==> src/rtl/traffic_light_fsm.sv <==
// Traffic light controller: main/side road phases with all-red clearance, paced by an external tick.
// The pedestrian walk phase is built only when PED_CROSSING_EN is defined.
module traffic_light_fsm #(
   parameter int GREEN_MAIN_T = 20,
   parameter int GREEN_SIDE_T = 10,
   parameter int YELLOW_T     = 3,
   parameter int ALL_RED_T    = 2,
   parameter int WALK_T       = 8
) (
   input  logic       sys_clk,
   input  logic       reset,
   input  logic       tick,
   input  logic       ped_req,
   output logic [2:0] main_lamp,
   output logic [2:0] side_lamp,
   output logic       walk,
   output logic       ped_ack,
   output logic [2:0] phase
);

`ifdef PED_CROSSING_EN
   typedef enum logic [2:0] {
      MAIN_GREEN  = 3'd0,
      MAIN_YELLOW = 3'd1,
      ALL_RED_1   = 3'd2,
      SIDE_GREEN  = 3'd3,
      SIDE_YELLOW = 3'd4,
      ALL_RED_2   = 3'd5,
      PED_WALK    = 3'd6
   } state_t;
`else
   typedef enum logic [2:0] {
      MAIN_GREEN  = 3'd0,
      MAIN_YELLOW = 3'd1,
      ALL_RED_1   = 3'd2,
      SIDE_GREEN  = 3'd3,
      SIDE_YELLOW = 3'd4,
      ALL_RED_2   = 3'd5
   } state_t;
`endif

   localparam logic [2:0] LAMP_RED    = 3'b100;
   localparam logic [2:0] LAMP_YELLOW = 3'b010;
   localparam logic [2:0] LAMP_GREEN  = 3'b001;

   localparam logic [7:0] GREEN_MAIN_D = 8'(GREEN_MAIN_T);
   localparam logic [7:0] GREEN_SIDE_D = 8'(GREEN_SIDE_T);
   localparam logic [7:0] YELLOW_D     = 8'(YELLOW_T);
   localparam logic [7:0] ALL_RED_D    = 8'(ALL_RED_T);

   state_t     state_q, state_d, next_phase;
   logic [7:0] timer_q, timer_d, entry_dur;
   logic       ped_pending_q;

   always_comb begin
      next_phase = MAIN_GREEN;
      case (state_q)
         MAIN_GREEN:  next_phase = MAIN_YELLOW;
         MAIN_YELLOW: next_phase = ALL_RED_1;
         ALL_RED_1:   next_phase = SIDE_GREEN;
         SIDE_GREEN:  next_phase = SIDE_YELLOW;
         SIDE_YELLOW: next_phase = ALL_RED_2;
`ifdef PED_CROSSING_EN
         ALL_RED_2:   next_phase = ped_pending_q ? PED_WALK : MAIN_GREEN;
         PED_WALK:    next_phase = MAIN_GREEN;
`else
         ALL_RED_2:   next_phase = MAIN_GREEN;
`endif
         default:     next_phase = MAIN_GREEN;
      endcase
   end

   always_comb begin
      entry_dur = GREEN_MAIN_D;
      case (next_phase)
         MAIN_GREEN:  entry_dur = GREEN_MAIN_D;
         MAIN_YELLOW: entry_dur = YELLOW_D;
         ALL_RED_1:   entry_dur = ALL_RED_D;
         SIDE_GREEN:  entry_dur = GREEN_SIDE_D;
         SIDE_YELLOW: entry_dur = YELLOW_D;
         ALL_RED_2:   entry_dur = ALL_RED_D;
`ifdef PED_CROSSING_EN
         PED_WALK:    entry_dur = 8'(WALK_T);
`endif
         default:     entry_dur = GREEN_MAIN_D;
      endcase
   end

   // The timer counts down once per tick; reaching 1 on a tick ends the phase,
   // so a phase of duration N spans exactly N ticks.
   always_comb begin
      state_d = state_q;
      timer_d = timer_q;
      if (tick) begin
         if (timer_q == 8'd1) begin
            state_d = next_phase;
            timer_d = entry_dur;
         end else begin
            timer_d = timer_q - 8'd1;
         end
      end
   end

   always_ff @(posedge sys_clk or posedge reset) begin
      if (reset) begin
         state_q <= ALL_RED_2;
         timer_q <= ALL_RED_D;
      end else begin
         state_q <= state_d;
         timer_q <= timer_d;
      end
   end

`ifdef PED_CROSSING_EN
   logic ped_set, ped_pending_d;

   // A request is latched (and acknowledged) only once; it is consumed on entry to the walk phase.
   always_comb begin
      ped_set       = ped_req && !ped_pending_q && (state_q != PED_WALK) && !reset;
      ped_pending_d = ped_pending_q;
      if ((state_d == PED_WALK) && (state_q != PED_WALK)) begin
         ped_pending_d = 1'b0;
      end else if (ped_set) begin
         ped_pending_d = 1'b1;
      end
   end

   always_ff @(posedge sys_clk or posedge reset) begin
      if (reset) begin
         ped_pending_q <= 1'b0;
      end else begin
         ped_pending_q <= ped_pending_d;
      end
   end

   assign ped_ack = ped_set;
`else
   logic unused_ped;

   assign ped_pending_q = 1'b0;
   assign ped_ack       = 1'b0;
   assign unused_ped    = ped_req ^ (WALK_T != 0);
`endif

   always_comb begin
      main_lamp = LAMP_RED;
      side_lamp = LAMP_RED;
      walk      = 1'b0;
      case (state_q)
         MAIN_GREEN:  main_lamp = LAMP_GREEN;
         MAIN_YELLOW: main_lamp = LAMP_YELLOW;
         SIDE_GREEN:  side_lamp = LAMP_GREEN;
         SIDE_YELLOW: side_lamp = LAMP_YELLOW;
`ifdef PED_CROSSING_EN
         PED_WALK:    walk = 1'b1;
`endif
         default: begin
            main_lamp = LAMP_RED;
            side_lamp = LAMP_RED;
         end
      endcase
   end

   assign phase = state_q;

endmodule

==> config.mk <==
export PLATFORM = sky130hd
export DESIGN_NAME = traffic_light_fsm
export DESIGN_NICKNAME = d
export VERILOG_FILES = /design/src/rtl/traffic_light_fsm.sv
export SDC_FILE = /design/constraint.sdc
export NUM_CORES = 1
export LEC_CHECK = 0
export ABC_AREA = 0
export CAP_MARGIN = 30
export CORE_MARGIN = 8
export CORE_UTILIZATION = 52
export CTS_CLUSTER_SIZE = 12
export DETAILED_ROUTE_END_ITERATION = 6
export PLACE_DENSITY = 0.87
export SYNTH_ARGS = -nofsm -noshare
export SYNTH_HDL_FRONTEND = slang
export SYNTH_SLANG_ARGS = --single-unit
==> constraint.sdc <==
create_clock -name sys_clk -period 4.3 [get_ports sys_clk]
set_input_delay 0.86 -clock sys_clk [delete_from_list [all_inputs] [get_ports sys_clk]]
set_output_delay 0.86 -clock sys_clk [all_outputs]
set_load 0.05 [all_outputs]
==> metrics.md, run 1 <==
| Metric | Value |
|---|---|
| Register area share after synthesis | 40.3% |
| H-tree Lvls | 1 |
| Peak Freq | 331 MHz |
| Total wire length | 1.54 mm |
| Remaining DRCs | 0 |
| Netlist cell types | 31 |
| Crit Path Class | reg2out |
| Initial antenna violation count | 0 |
| Share of layout cells above drive strength 1 | 14.9% |
| Final hold vios | 0 |
| Ant. Diodes | 0 |
| TritonCTS Buffers | 3 |
| Max-Cap Viols | 0 |
| Number of antenna-violating nets in the routed design | 0 |
| Initial DRC count | 4 |
| RR Startpoint | timer_q[1] |
| FF+latch count, synth | 11 |
| Hold_sp | phase[2] |
| Total number of vias | 573 |
| Max Clock Skew | 0.000693 ns |
| RSZ-0062 raised after global routing | false |
| TritonCTS clock tree | done |
| Max-slew headroom | 65.8% |
| Crit path launch type | flip-flop |
| Placed insts | 98 |
| Drt pass-1 iters | 4 |
| Share of flip-flops with an asynchronous set or reset | 100% |
| Clock-pin slew on the worst setup and hold paths | 0.07 ns |
| Crit path from | phase[0] |
| Vias in the first global route | 604 |
| Final worst-path cycle share | 70.3% |
| Worst EP required | 3.44 ns |
| Final nets | 94 |
| Vias per inst | 5.62 |
| Row cnt | 13 |
| Hold slack | 0.542 ns |
| Mean Syn Cell Area | 9.00 µm² |
| Post-CTS resize count | 0 |
| Type of destination of the critical path | output pin |
| Max Transition Viols Final | 0 |
| Synthesized area | 693 µm² |
| Setup Buffers After CTS | 0 |
| Clock Root Buffer | clkbuf_4 |
| Pwr dens | 665 nW/µm² |
| Final setup fails | 0 |
| Total GRT Usage | 12.6% |
| First-pass GRT wire length | 2.60 mm |
| Peak VDD IR | 0.000371 V |
| Worst path slowest cell | clkdlybuf4s50_1 |
| Status | completed |
| Pin count of the biggest net entering global routing | 17 |
| Routability cong. | 0.720 |
| PortBufs | 11 |
| # clock sinks | 11 |
| Fillers | 122 |
| Fin Setup TNS | 0 ns |
| Leak | 0.346 nW |
| Crit path max fanout | 9 |
| Top FF cell, synth | dfrtp_1 |
| CP cell instances | inv_1 -> nor3b_1 -> clkdlybuf4s50_1 |
| Final min period | 3.02 ns |
| Initial Util | 54.6% |
| CP max stage delay | 0.88 ns |
| Placed Area | 788 µm² |
| Overflow after GRT | 0 |
| Signal arrival time at the worst endpoint | 2.16 ns |
| Hold crit path type | reg2reg |
| Hold-fix buffers at CTS | 0 |
| Least-Margin Pin Slew | 0.512 ns |
| Post-synth EDFFs | 0 |
| Skew-Pair Late Insertion Delay | 0.27 ns |
| Synth Warn # | 0 |
| Layout area overhead | 17.5% |
| Core area | 1270 µm² |
| Die height | 52.5 µm |
| HPWL after detailed placement | 1.11 mm |
| Final Non-Filler Cells | 102 |
| Die width | 52.5 µm |
| Clock Path Buffers | 2 |
| Drt wl/cell | 15.1 µm |
| I/O Pins | 15 |
| Synthesized instance count | 77 |
| Die ar. | 2760 µm² |
| Final instance area | 815 µm² |
## metrics by stage
step                total power [mW]  worst slack [ns]  util, %
finish                         0.542              1.28     64.2
global route                   0.580              1.14     64.2
CTS                            0.545              1.25     64.2
detailed placement             0.469              1.56     62.1
global placement               0.457              1.57     62.1
floorplan                      0.400             0.537        -
## final timing paths
check,to,slack [ns],cells past startpoint
hold reg to reg,phase[2],0.54,2
max in group asynchronous,timer_q[1],3.09,2
hold / removal,phase[2],0.54,2
setup reg to reg,timer_q[2],2.48,6
setup / recovery,side_lamp[0],1.28,3
min in group asynchronous,phase[1],0.88,2
## cell usage in the layout (no fill, tap or decap)
cell	n
a211o_2	1
a21o_1	1
a21oi_1	1
a311oi_1	1
and2_1	1
and2_4	1
and4b_1	1
clkbuf_1	1
clkbuf_4	3
clkdlybuf4s50_1	11
conb_1	2
dfrtp_1	8
dfstp_2	3
ha_1	2
inv_1	4
mux2_2	3
nand2_1	8
nand3_1	5
nand3b_1	1
nand4_1	1
nand4b_1	1
nor2_1	8
nor3_1	6
nor3b_1	2
nor4b_4	1
nor4bb_1	1
o211ai_1	2
o21ai_0	4
o22ai_1	1
or2_2	1
xnor2_1	1
## layout make-up
class,instances,area (µm²),share of cell area [%]
inverter,4,15.0,1.84
multi-input combinational,57,365,44.9
sequential,11,279,34.3
tap,15,18.8,2.30
clock buffer,4,26.3,3.23
timing repair buffer,11,110,13.5
## cells in the mapped netlist, drive strengths merged, types with 2 or more instances
cell	instances	area [µm²]
dfstp	3	78.8
clkbuf	3	11.3
o21ai	4	20.0
mux2	3	33.8
ha	2	25.0
nor3b	2	15.0
buf	3	26.3
dfrtp	8	200
o211ai	2	15.0
and2	2	15.0
nand2	8	30.0
nor3	6	30.0
nor2	8	30.0
inv	4	15.0
nand3	5	25.0
## routing by layer
layer	GRT usage [%]	part of all wire [%]	up-vias
met5	0	0	-
met4	7.76	2.5	0
met3	4.83	6.2	4
met2	20.9	49	16
met1	13.1	42	266
li1	-	-	287
## state kept, by name, summed over array words and instances, names as in the netlist
| register | count |
|---|---|
| phase | 3 |
| timer_q | 8 |
## cells by family after synthesis
group,Yosys count,share of synthesized area (%)
buffers and inverters,10,7.58
XOR/XNOR,1,1.26
AND/OR/NAND/NOR,38,31.4
AO/OA/AOI/OAI,11,10.5
flip-flops,11,40.3
multiplexers,3,4.87
adder cells (fa/ha/maj),2,3.61
other,1,0.541
## power by group
group          switching [mW]  leakage, nW  internal (mW)
logic                   0.155        0.204          0.101
registers              0.0606        0.127          0.154
clock network          0.0350       0.0150         0.0359
total                   0.250        0.346          0.291
## worst max-delay path, delay by kind of cell, from the launching register on
family        cells  cell delay, ns
buf+inv           2            0.95
simple gates      1            0.33
flops             1            0.61
Power figures use the tool's default switching activity.
==> run 2, diff against run 1 <==
--- a/config.mk
+++ b/config.mk
@@ -8,10 +8,10 @@
 export ABC_AREA = 0
 export CAP_MARGIN = 30
 export CORE_MARGIN = 8
-export CORE_UTILIZATION = 52
+export CORE_UTILIZATION = 48
 export CTS_CLUSTER_SIZE = 12
 export DETAILED_ROUTE_END_ITERATION = 6
-export PLACE_DENSITY = 0.87
+export PLACE_DENSITY = 0.81
 export SYNTH_ARGS = -nofsm -noshare
 export SYNTH_HDL_FRONTEND = slang
 export SYNTH_SLANG_ARGS = --single-unit
==> constraint.sdc (replaced) <==
create_clock -name sys_clk -period 3.2 [get_ports sys_clk]
set_input_delay 0.64 -clock sys_clk [delete_from_list [all_inputs] [get_ports sys_clk]]
set_output_delay 0.64 -clock sys_clk [all_outputs]
set_load 0.05 [all_outputs]
==> metrics.md, run 2 (synthesis results as in run 1) <==
| Metric | Value |
|---|---|
| Status | completed |
| Hold-fix buffers at CTS | 0 |
| Clock-pin slew on the worst setup and hold paths | 0.07 ns |
| Final Non-Filler Cells | 102 |
| Total wire length | 1.42 mm |
| Share of layout cells above drive strength 1 | 16.1% |
| Crit path launch type | flip-flop |
| Crit Path Class | reg2out |
| RSZ-0062 raised after global routing | false |
| Final min period | 2.71 ns |
| # clock sinks | 11 |
| Pin count of the biggest net entering global routing | 17 |
| CP cell instances | inv_1 -> nor3b_2 -> clkdlybuf4s50_1 |
| H-tree Lvls | 1 |
| Buf+Inv Stages, Crit Path | 2 |
| Least-Margin Pin Slew | 0.518 ns |
| Drt wl/cell | 13.9 µm |
| I/O Pins | 15 |
| First-pass GRT wire length | 2.35 mm |
| Initial antenna violation count | 0 |
| Remaining DRCs | 0 |
| Number of antenna-violating nets in the routed design | 0 |
| Peak Freq | 370 MHz |
| Clock Path Buffers | 2 |
| Post-CTS resize count | 0 |
| Vias per inst | 5.63 |
| Clock Root Buffer | clkbuf_4 |
| CP top delay family | buffers and inverters |
| Worst path slowest cell | clkdlybuf4s50_1 |
| Final worst-path cycle share | 84.5% |
| Signal arrival time at the worst endpoint | 2.07 ns |
| Total GRT Usage | 10.6% |
| CP max stage delay | 0.85 ns |
| Final nets | 94 |
| Util after Layout | 61.4% |
| R2R Setup Slk | 1.41 ns |
| Leak | 0.348 nW |
| TritonCTS clock tree | done |
| Worst EP required | 2.56 ns |
| Pwr dens | 884 nW/µm² |
| TritonCTS Buffers | 3 |
| Commonest non-fill, non-tap cell in the layout | clkdlybuf4s50_1 |
| Final hold vios | 0 |
| Reg with most FFs | timer_q |
| Post-route worst setup slack | 0.495 ns |
| Die height | 54 µm |
| Drt pass-1 iters | 4 |
| Core area | 1330 µm² |
| Placed insts | 98 |
| Max FFs per register | 8 |
| Routability cong. | 0.741 |
| Fillers | 125 |
| Vias in the first global route | 542 |
| Commonest non-fill, non-tap cells in the layout | 11 x clkdlybuf4s50_1, 8 x nand2_1, 8 x nor2_1, 8 x dfrtp_1, 6 x nor3_1 |
| Fin Setup TNS | 0 ns |
| Placement Setup Slack | 0.762 ns |
| Layout area overhead | 18.2% |
| Final setup fails | 0 |
| Setup Buffers After CTS | 0 |
| Max-slew headroom | 65.4% |
| Type of destination of the critical path | output pin |
| Overflow after GRT | 0 |
| Total number of vias | 574 |
| Ant. Diodes | 0 |
| Max Clock Skew | 0.00187 ns |
| Max Transition Viols Final | 0 |
| Peak VDD IR | 0.000422 V |
| Crit path max fanout | 9 |
| Row cnt | 13 |
| PortBufs | 11 |
| Hold crit path type | reg2reg |
| Skew-Pair Late Insertion Delay | 0.27 ns |
| Die ar. | 2920 µm² |
| Initial DRC count | 6 |
| Initial Util | 52.0% |
| Die width | 54 µm |
| Max-Cap Viols | 0 |
| HPWL after detailed placement | 1.05 mm |
==> run 2: cell types whose count changed in the layout (fill, tap and decap cells not counted) <==
| cell | previous run | this run |
|---|---|---|
| nor3b_1 | 2 | 1 |
| nor3b_2 | 0 | 1 |
==> run 2: layout make-up <==
type | count | area [µm²] | share of cell area [%]
inverters | 4 | 15.0 | 1.83
multi-input cells | 57 | 370 | 45.2
repair buffers | 11 | 110 | 13.4
flip-flops and latches | 11 | 279 | 34.0
well taps | 15 | 18.8 | 2.29
clock buffers | 4 | 26.3 | 3.21
==> run 2: worst paths after layout <==
check / start / to / cells past startpoint
setup / recovery: phase[0] / side_lamp[0] / 3
hold / removal: timer_q[4] / timer_q[4] / 1
setup reg to reg: timer_q[1] / timer_q[2] / 6
hold reg to reg: timer_q[4] / timer_q[4] / 1
max in group asynchronous: reset / phase[0] / 2
min in group asynchronous: reset / timer_q[3] / 2
==> run 2: per-stage QoR <==
step           power, mW  cell area (µm²)  hold slack [ns]
3_3_place_gp       0.620              793            0.506
3_5_place_dp       0.632              793            0.515
4_1_cts            0.730              820            0.527
2_1_floorplan      0.542              702            0.481
6_report           0.724              820            0.526
5_1_grt            0.775              820            0.569
==> run 2: report_power, final <==
| part | switching (mW) | internal [mW] | total, mW |
|---|---|---|---|
| Combinational | 0.202 | 0.139 | 0.341 |
| Sequential | 0.0803 | 0.207 | 0.287 |
| Clock | 0.0479 | 0.0483 | 0.0962 |
==> run 2: routing by layer <==
metal	vias up	track usage [%]	share of wire, %
met4	0	4.92	1.3
met1	273	12.4	50
met3	2	4.68	6.9
met5	-	0	0
li1	286	-	-
met2	13	16.4	42
==> run 2: worst register-to-register path, stage by stage (launching register included) <==
cell	delay, ns
dfstp_2	0.55
inv_1	0.07
ha_1	0.21
nor4b_4	0.15
and2_4	0.20
and4b_1	0.21
a211o_2	0.30
==> run 3, diff against run 2 <==
==> constraint.sdc (replaced) <==
create_clock -name sys_clk -period 2.78 [get_ports sys_clk]
set_input_delay 0.556 -clock sys_clk [delete_from_list [all_inputs] [get_ports sys_clk]]
set_output_delay 0.556 -clock sys_clk [all_outputs]
set_load 0.05 [all_outputs]
==> metrics.md, run 3 (synthesis results as in run 1) <==
| Metric | Value |
|---|---|
| Leak | 0.355 nW |
| PortBufs | 11 |
| Drt pass-1 iters | 4 |
| Total number of vias | 575 |
| Hold-fix buffers at CTS | 0 |
| Post-CTS resize count | 0 |
| Total wire length | 1.41 mm |
| Least-Margin Pin Slew | 0.502 ns |
| Initial antenna violation count | 0 |
| Hold_sp | timer_q[4] |
| RSZ-0062 raised after global routing | false |
| Final setup fails | 0 |
| Fin Setup TNS | 0 ns |
| I/O Pins | 15 |
| Max-Cap Viols | 0 |
| Reg area | 279 µm² |
| HPWL after detailed placement | 1.07 mm |
| Util after Layout | 62.5% |
| Fillers | 111 |
| Reg2reg end | timer_q[2] |
| Peak Freq | 383 MHz |
| Clock Path Buffers | 2 |
| Max Transition Viols Final | 0 |
| Status | completed |
| Die ar. | 2920 µm² |
| Final nets | 95 |
| Initial DRC count | 20 |
| Pwr dens | 1020 nW/µm² |
| Final min period | 2.61 ns |
| Post-route worst setup slack | 0.172 ns |
| First-pass GRT wire length | 2.31 mm |
| Reg with most FFs | timer_q |
| Overflow after GRT | 0 |
| Peak VDD IR | 0.000768 V |
| Die height | 54 µm |
| Commonest non-fill, non-tap cell in the layout | clkdlybuf4s50_1 |
| Share of layout cells above drive strength 1 | 17.0% |
| Hold crit path type | reg2reg |
| Setup Buffers After CTS | 0 |
| Commonest non-fill, non-tap cells in the layout | 11 x clkdlybuf4s50_1, 8 x nand2_1, 8 x nor2_1, 8 x dfrtp_1, 6 x nor3_1 |
| Placement Setup Slack | 0.465 ns |
| Initial Util | 52.0% |
| Layout area overhead | 20.2% |
| Clock-pin slew on the worst setup and hold paths | 0.07 ns |
| Max FFs per register | 8 |
| Row cnt | 13 |
| Remaining DRCs | 0 |
| Crit path max fanout | 9 |
| WHS Endpoint | timer_q[4] |
| Worst EP required | 2.22 ns |
| Total GRT Usage | 10.7% |
| Pin count of the biggest net entering global routing | 16 |
| # clock sinks | 11 |
| Die width | 54 µm |
| Clock Root Buffer | clkbuf_4 |
| RR Startpoint | timer_q[1] |
| Vias in the first global route | 559 |
| Crit path launch type | flip-flop |
| Final instance area | 833 µm² |
| Crit Path Class | reg2out |
| H-tree Lvls | 1 |
| Multi-input gate area | 377 µm² |
| Final worst-path cycle share | 93.8% |
| Number of antenna-violating nets in the routed design | 0 |
| Max-slew headroom | 66.4% |
| Final Non-Filler Cells | 103 |
| R2R Setup Slk | 1.00 ns |
| TritonCTS clock tree | done |
| Placed insts | 99 |
| Placed Area | 807 µm² |
| Routability cong. | 0.777 |
| Final hold vios | 0 |
| Drt wl/cell | 13.7 µm |
| Skew-Pair Late Insertion Delay | 0.27 ns |
| TritonCTS Buffers | 3 |
| R2R cell count | 6 |
| Type of destination of the critical path | output pin |
| Vias per inst | 5.58 |
| Signal arrival time at the worst endpoint | 2.05 ns |
| Core area | 1330 µm² |
| Max Clock Skew | 0.00220 ns |
| Final Power | 0.853 mW |
| Worst Hold Path Cells | 1 |
| Ant. Diodes | 0 |
| Hold slack | 0.553 ns |
==> run 3: cell count changes in the layout (fill, tap and decap cells not counted) <==
| cell | before | now |
|---|---|---|
| buf_4 | 0 | 1 |
| nor3b_2 | 1 | 0 |
| nor3b_4 | 0 | 1 |
==> run 3: where the power goes <==
group,total [mW],internal [mW],switching [mW]
logic,0.407,0.167,0.240
clock network,0.111,0.0556,0.0554
registers,0.334,0.239,0.0959
==> run 3: worst max-delay path: stages (launching register included) <==
cell             delay [ns]
dfstp_2                0.62
nor2_1                 0.08
and2_1                 0.18
nor2_1                 0.09
clkdlybuf4s50_1        0.81
==> run 3: per-layer routing <==
layer	routed length (µm)	GRT usage, %	part of all wire [%]	vias up
met1	633	11.1	45	263
li1	-	-	-	288
met3	120	4.68	8.5	2
met5	0	0	0	-
met2	651	18.3	46	22
met4	5	4.92	0.35	0
==> run 3: worst max-delay path by stage <==
stage | start | to | depth (start not counted)
after floorplan | phase[0] | side_lamp[2] | 4
after global placement | phase[0] | side_lamp[0] | 3
after detailed placement | phase[0] | side_lamp[0] | 3
after CTS | phase[0] | side_lamp[0] | 3
after global routing | phase[0] | side_lamp[0] | 3
final | phase[0] | side_lamp[2] | 4
==> run 3: final cells by class <==
cell class | instances | share of cell area (%)
timing repair buffer | 12 | 14.1
tap | 15 | 2.25
inverter | 4 | 1.80
multi-input combinational | 57 | 45.2
clock buffer | 4 | 3.15
sequential | 11 | 33.5
